[src/rtl/imem_boot_pkg.sv]
// Shared types and constants for the instruction-memory boot loader.
package imem_boot_pkg;

  typedef enum logic [1:0] {
    IDLE,
    LOAD,
    FINISH,
    RUN
  } state_t;

  localparam int BYTES_PER_WORD = 4;

  // A load length spans 0..DEPTH inclusive, so it needs one bit more than a word index.
  localparam int LEN_EXTRA_W = 1;

endpackage

[src/rtl/imem_boot_ctrl_if.sv]
// Byte-stream, instruction-memory and core-control signals of the boot loader.
interface imem_boot_ctrl_if
  import imem_boot_pkg::*;
#(
  parameter int ADDR_W = 5
);

  logic                          start;
  logic [ADDR_W+LEN_EXTRA_W-1:0] load_len;
  logic                          byte_valid;
  logic [7:0]                    byte_data;
  logic                          byte_ready;
  logic [31:0]                   cpu_pc;
  logic [31:0]                   imem_addr;
  logic [31:0]                   imem_wreg;
  logic [31:0]                   imem_wdata;
  logic                          imem_we;
  logic                          cpu_stall;
  logic                          busy;
  logic                          done;

  modport master (
    output start, load_len, byte_valid, byte_data, cpu_pc,
    input  byte_ready, imem_addr, imem_wreg, imem_wdata, imem_we, cpu_stall, busy, done
  );

  modport slave (
    input  start, load_len, byte_valid, byte_data, cpu_pc,
    output byte_ready, imem_addr, imem_wreg, imem_wdata, imem_we, cpu_stall, busy, done
  );

endinterface

[src/rtl/imem_boot_ctrl_byte_packer.sv]
// Packs accepted bytes little-endian into 32-bit words; the fourth byte is used live
// together with the three held bytes, so the word is ready in the cycle it completes.
module byte_packer
  import imem_boot_pkg::*;
(
  input  logic        clock,
  input  logic        reset,
  input  logic        accept,
  input  logic        clear,
  input  logic [7:0]  data_byte,
  output logic [31:0] word,
  output logic        word_valid
);

  localparam int                CNT_W     = $clog2(BYTES_PER_WORD);
  localparam logic [CNT_W-1:0]  LAST_BYTE = CNT_W'(BYTES_PER_WORD - 1);
  localparam logic [CNT_W-1:0]  CNT_ONE   = CNT_W'(1);

  logic [CNT_W-1:0] byte_idx;
  logic [23:0]      held;

  always_ff @(posedge clock) begin
    if (reset || clear) begin
      byte_idx <= '0;
    end else if (accept) begin
      byte_idx <= byte_idx + CNT_ONE;
    end
  end

  // Shift right so the earliest byte ends up in the least significant lane.
  always_ff @(posedge clock) begin
    if (accept) begin
      held <= {data_byte, held[23:8]};
    end
  end

  assign word       = {data_byte, held};
  assign word_valid = accept && (byte_idx == LAST_BYTE);

endmodule

[src/rtl/imem_boot_ctrl.sv]
// Boot/load controller: streams bytes into instruction memory while stalling the core,
// then releases the core and forwards its PC as a word index.
module imem_boot_ctrl
  import imem_boot_pkg::*;
#(
  parameter int DEPTH  = 32,
  parameter int ADDR_W = 5
)(
  input logic             clock,
  input logic             reset,
  imem_boot_ctrl_if.slave bus
);

  localparam int                LEN_W   = ADDR_W + LEN_EXTRA_W;
  localparam logic [LEN_W-1:0]  LEN_ONE = LEN_W'(1);
  localparam logic [ADDR_W-1:0] IDX_ONE = ADDR_W'(1);

  state_t            state;
  logic [LEN_W-1:0]  len;
  logic [ADDR_W-1:0] word_idx;
  logic [ADDR_W-1:0] wreg;
  logic [31:0]       wdata;
  logic              byte_ready;
  logic              we;
  logic              stall;
  logic              busy;
  logic              done;

  logic              accept;
  logic              clear;
  logic              word_valid;
  logic [31:0]       word;
  logic [LEN_W-1:0]  start_len;
  logic              unused_pc;

  function automatic logic [LEN_W-1:0] clamp_len(input logic [LEN_W-1:0] req);
    return (req > LEN_W'(DEPTH)) ? LEN_W'(DEPTH) : req;
  endfunction

  assign accept    = byte_ready && bus.byte_valid;
  assign clear     = bus.start && ((state == IDLE) || (state == RUN));
  assign start_len = clamp_len(bus.load_len);

  byte_packer u_packer (
    .clock      (clock),
    .reset      (reset),
    .accept     (accept),
    .clear      (clear),
    .data_byte  (bus.byte_data),
    .word       (word),
    .word_valid (word_valid)
  );

  // Outputs are registered from the next state, so they line up with the state they describe.
  always_ff @(posedge clock) begin
    if (reset) begin
      state      <= IDLE;
      len        <= '0;
      word_idx   <= '0;
      wreg       <= '0;
      wdata      <= '0;
      byte_ready <= 1'b0;
      we         <= 1'b0;
      stall      <= 1'b1;
      busy       <= 1'b0;
      done       <= 1'b0;
    end else begin
      we   <= 1'b0;
      done <= 1'b0;
      case (state)
        IDLE, RUN: begin
          if (bus.start) begin
            len      <= start_len;
            word_idx <= '0;
            if (start_len == '0) begin
              state <= RUN;
              done  <= 1'b1;
              stall <= 1'b0;
            end else begin
              state      <= LOAD;
              byte_ready <= 1'b1;
              busy       <= 1'b1;
              stall      <= 1'b1;
            end
          end
        end
        LOAD: begin
          if (word_valid) begin
            we       <= 1'b1;
            wreg     <= word_idx;
            wdata    <= word;
            word_idx <= word_idx + IDX_ONE;
            if ((LEN_W'(word_idx) + LEN_ONE) == len) begin
              state      <= FINISH;
              byte_ready <= 1'b0;
            end
          end
        end
        FINISH: begin
          state <= RUN;
          done  <= 1'b1;
          stall <= 1'b0;
          busy  <= 1'b0;
        end
        default: begin
          state <= IDLE;
        end
      endcase
    end
  end

  // Byte PC to word index; the low two bits select a byte within the word and are dropped.
  assign bus.imem_addr  = {2'b00, bus.cpu_pc[31:2]};
  assign unused_pc      = ^bus.cpu_pc[1:0];

  assign bus.byte_ready = byte_ready;
  assign bus.imem_we    = we;
  assign bus.imem_wreg  = {{(32-ADDR_W){1'b0}}, wreg};
  assign bus.imem_wdata = wdata;
  assign bus.cpu_stall  = stall;
  assign bus.busy       = busy;
  assign bus.done       = done;

endmodule
[src/flat_wrapper.sv]
// flat-port wrapper written by rule: the top's interface ports become plain ports
module imem_boot_ctrl_flat import imem_boot_pkg::*;
#(
  parameter int DEPTH  = 32,
  parameter int ADDR_W = 5
)
  (clock, reset, bus_start, bus_load_len, bus_byte_valid, bus_byte_data, bus_cpu_pc, bus_byte_ready, bus_imem_addr, bus_imem_wreg, bus_imem_wdata, bus_imem_we, bus_cpu_stall, bus_busy, bus_done);
  imem_boot_ctrl_if #(.ADDR_W(ADDR_W)) bus_i ();
  input logic clock;
  input logic reset;
  input wire logic [$bits(bus_i.start)-1:0] bus_start;
  input wire logic [$bits(bus_i.load_len)-1:0] bus_load_len;
  input wire logic [$bits(bus_i.byte_valid)-1:0] bus_byte_valid;
  input wire logic [$bits(bus_i.byte_data)-1:0] bus_byte_data;
  input wire logic [$bits(bus_i.cpu_pc)-1:0] bus_cpu_pc;
  output wire logic [$bits(bus_i.byte_ready)-1:0] bus_byte_ready;
  output wire logic [$bits(bus_i.imem_addr)-1:0] bus_imem_addr;
  output wire logic [$bits(bus_i.imem_wreg)-1:0] bus_imem_wreg;
  output wire logic [$bits(bus_i.imem_wdata)-1:0] bus_imem_wdata;
  output wire logic [$bits(bus_i.imem_we)-1:0] bus_imem_we;
  output wire logic [$bits(bus_i.cpu_stall)-1:0] bus_cpu_stall;
  output wire logic [$bits(bus_i.busy)-1:0] bus_busy;
  output wire logic [$bits(bus_i.done)-1:0] bus_done;
  assign bus_i.start = bus_start;
  assign bus_i.load_len = bus_load_len;
  assign bus_i.byte_valid = bus_byte_valid;
  assign bus_i.byte_data = bus_byte_data;
  assign bus_i.cpu_pc = bus_cpu_pc;
  assign bus_byte_ready = bus_i.byte_ready;
  assign bus_imem_addr = bus_i.imem_addr;
  assign bus_imem_wreg = bus_i.imem_wreg;
  assign bus_imem_wdata = bus_i.imem_wdata;
  assign bus_imem_we = bus_i.imem_we;
  assign bus_cpu_stall = bus_i.cpu_stall;
  assign bus_busy = bus_i.busy;
  assign bus_done = bus_i.done;
  imem_boot_ctrl #(.DEPTH(DEPTH), .ADDR_W(ADDR_W)) u_core (.clock(clock), .reset(reset), .bus(bus_i));
endmodule
[config.mk]
export PLATFORM = sky130hd
export DESIGN_NAME = imem_boot_ctrl_flat
export DESIGN_NICKNAME = d
export VERILOG_FILES = /design/src/rtl/imem_boot_pkg.sv /design/src/rtl/imem_boot_ctrl_if.sv /design/src/rtl/imem_boot_ctrl_byte_packer.sv /design/src/rtl/imem_boot_ctrl.sv /design/src/flat_wrapper.sv
export SDC_FILE = /design/constraint.sdc
export NUM_CORES = 1
export LEC_CHECK = 0
export ABC_CLOCK_PERIOD_IN_PS = 2600
export CORE_MARGIN = 4
export CORE_UTILIZATION = 42
export CTS_BUF_LIST = sky130_fd_sc_hd__clkbuf_16
export CTS_CLUSTER_SIZE = 28
export DETAILED_ROUTE_END_ITERATION = 8
export GPL_ROUTABILITY_DRIVEN = 0
export PLACE_DENSITY = 0.79
export SYNTH_ARGS = -nofsm -noshare
export SYNTH_HDL_FRONTEND = slang
export SYNTH_SLANG_ARGS = --single-unit
export TNS_END_PERCENT = 100
[constraint.sdc]
create_clock -name clock -period 2.6 [get_ports clock]
set_input_delay 0.26 -clock clock [delete_from_list [all_inputs] [get_ports clock]]
set_output_delay 0.26 -clock clock [all_outputs]
set_load 0.005 [all_outputs]
==> reports/qor.yml <==
cp_cell_sequence: "inv_1 > ha_1 > and2b_4 > a211oi_2 > nand2_1 > nor3b_1 > a21oi_1 > nor2_1"
detail-route-antenna-nets: 0
drc: 0
ys_ff_latch: 81
start_util_pct: 43.0
outcome: "finished clean"
final.min_clock_period_ns: 2.10
routed_wl_um: 6650
yosysSeqAreaShare_pct: 52.7
yosys.area.top_type: "dfxtp_1"
hold_violations: 0
finalSetupViolCount: 0
clk_pin_slew_ns: 0.05
synth_area_leaders: "dfxtp_1 (32%), edfxtp_1 (20%), buf_4 (13%), nand2_1 (9.2%), a21oi_1 (7.6%)"
grt_overflow: 0
synth_area_sq_um: 3530
vias: 2447
r2r_cells: 8
hold_buffers: 0
grt_use_met1_pct: 15.2
min_path_type: "flop to flop"
synth_cells: 376
p_leak_nw: 1.47
cts_buffers: 9
hold_path.startpoint: "u_core.u_packer.held[14]$_DFFE_PP_"
synth_warnings: 0
holdWs_ns: 0.447
grt_pass1_vias: 2335
nets: 454
critPathMaxStageDelay_ns: 0.40
tritoncts: "done"
h-tree-depth: 3
cp-startpoint: "u_core.state[0]$_SDFFE_PP0P_"
required_ns: 2.86
grt_use_met3_pct: 4.14
max_slew_margin_pct: 59.4
cts_resized: 0
post-route-period-util_pct: 80.7
clk_latency_ns: 0.33
met2_usage_pct: 23.1
top_usage_layer: "met2"
end_kind: "flop"
io_buffers: 59
dieArea_sq_um: 9950
max_freq_mhz: 477
hpwl_um: 4530
root_buffer: "clkbuf_16"
reg2reg_from: "u_core.state[0]$_SDFFE_PP0P_"
tightest_slew_ns: 0.609
grt_pass1_wl_um: 10900
critPathArrivalTime_ns: 2.35
areaGrowthSynthToFinish_pct: 16.7
crit_path_max_fanout: 8
cts.sinks: 81
syn_avg_cell_area_sq_um: 9.40
hold_depth: 0
wl_per_cell_um: 13.1
rows: 33
synth_cell_types: 40
core_area_sq_um: 8220
utilization_pct: 50.2
viasPerCell: 4.81
timing.setup.tns_ns: 0
synth_top_cell_area_share_pct: 32.3
post_cts_buffers: 0
rsz0062_at_grt: "no"
skew_ns: 0.0109
grt_max_degree: 58
drt_first_pass_iters: 4
maxCapViolCount: 0
mostFrequentLayoutCells: "nand2_1 (87), clkdlybuf4s50_1 (58), dfxtp_1 (57), a21oi_1 (54), conb_1 (29)"
drv_slew: 0
die_y_um: 99.7
die_w_um: 99.7
pin_count: 151
startpoint_type: "flop"
drtIter0Drc: 144
critical_path_class: "flop to flop"
cp_slowest_cell: "ha_1"
drive_gt1_share_pct: 6.44
diodes: 0
grtUsageTotal_pct: 13.6
mostFrequentLayoutCell: "nand2_1"
vdd_drop_max_v: 0.000672
antenna_found_initial: 0
powerDensity_nw_per_um2: 832
clock_path_buffers: 2
[Yosys cell counts, drive strengths merged]
| cell type | n |
|---|---|
| nor3 | 5 |
| nor2 | 14 |
| nand2b | 4 |
| o32ai | 1 |
| a21oi | 55 |
| and2 | 1 |
| inv | 4 |
| nor2b | 1 |
| nand3 | 7 |
| nand2 | 87 |
| xnor2 | 4 |
| mux2i | 1 |
| and3 | 2 |
| ha | 5 |
| a221oi | 1 |
| edfxtp | 24 |
| buf | 68 |
| nor3b | 6 |
| dfxtp | 57 |
| a31oi | 1 |
| a311o | 1 |
| o21ai | 2 |
| a21bo | 1 |
| nand4 | 2 |
| conb | 1 |
| clkbuf | 11 |
| o211a | 1 |
| and2b | 1 |
| or4 | 1 |
| a211oi | 4 |
| xor2 | 3 |
[path summary, 6_finish.rpt]
path                                            end  slack, ns
hold / removal    u_core.u_packer.held[6]$_DFFE_PP_       0.45
setup reg to reg    u_core.word_idx[2]$_SDFFE_PP0P_       0.50
setup / recovery    u_core.word_idx[2]$_SDFFE_PP0P_       0.50
hold reg to reg   u_core.u_packer.held[6]$_DFFE_PP_       0.45
[flip-flops by register name, indices dropped and copies added (netlist names), 2 cells and up]
signal	flops
u_core.word_idx	5
u_core.bus.imem_wdata	32
u_core.u_packer.held	24
u_core.len	6
u_core.wreg	5
u_core.state	2
u_core.u_packer.byte_idx	2
[logic make-up after synthesis]
family / after synthesis / share of synthesized area, %
AOI/OAI and AO/OA: 67 / 10.9
DFF: 81 / 52.7
buffers and inverters: 83 / 16.2
muxes: 1 / 0.283
and+or+nand+nor: 131 / 16.3
xor gates and xnor gates: 7 / 1.73
adders and majority gates: 5 / 1.77
other: 1 / 0.106
[power breakdown]
group | total, W | internal [W] | switching [W]
logic | 0.000660 | 0.000263 | 0.000396
registers | 0.00152 | 0.00145 | 0.0000736
clock network | 0.00125 | 0.000750 | 0.000497
total | 0.00343 | 0.00246 | 0.000967
[worst max-delay path, delay by kind of cell, from the launching register on]
family | cells | cell delay (ns)
compound gates | 2 | 0.44
simple gates | 4 | 0.75
fa+ha+maj | 1 | 0.40
buf+inv | 1 | 0.08
flops | 1 | 0.36
[stage by stage]
stage          std cells  power, W  worst slack (ns)  cell area (sq um)
3_5_place_dp         493   0.00220             0.531               3830
3_3_place_gp         493   0.00217             0.567               3830
2_1_floorplan        404   0.00210             0.461               3640
4_1_cts              509   0.00346             0.537               4130
5_1_grt              509   0.00361             0.302               4130
6_report             509   0.00343             0.503               4130
[layout make-up]
class	count	area, sq um
Clock buffer	9	225
Clock inverter	7	73.8
Fill cell	726	4090
Inverter	4	15.0
Multi-Input combinational cell	240	1200
Sequential cell	81	1860
Tap cell	105	131
Timing Repair Buffer	63	616
[layer usage]
layer,share of wire (%),wire length (um)
met5,0,0
met3,6.1,408
met2,50,3320
met4,2.4,159
met1,41,2750
(Power assumes the default switching activity.)
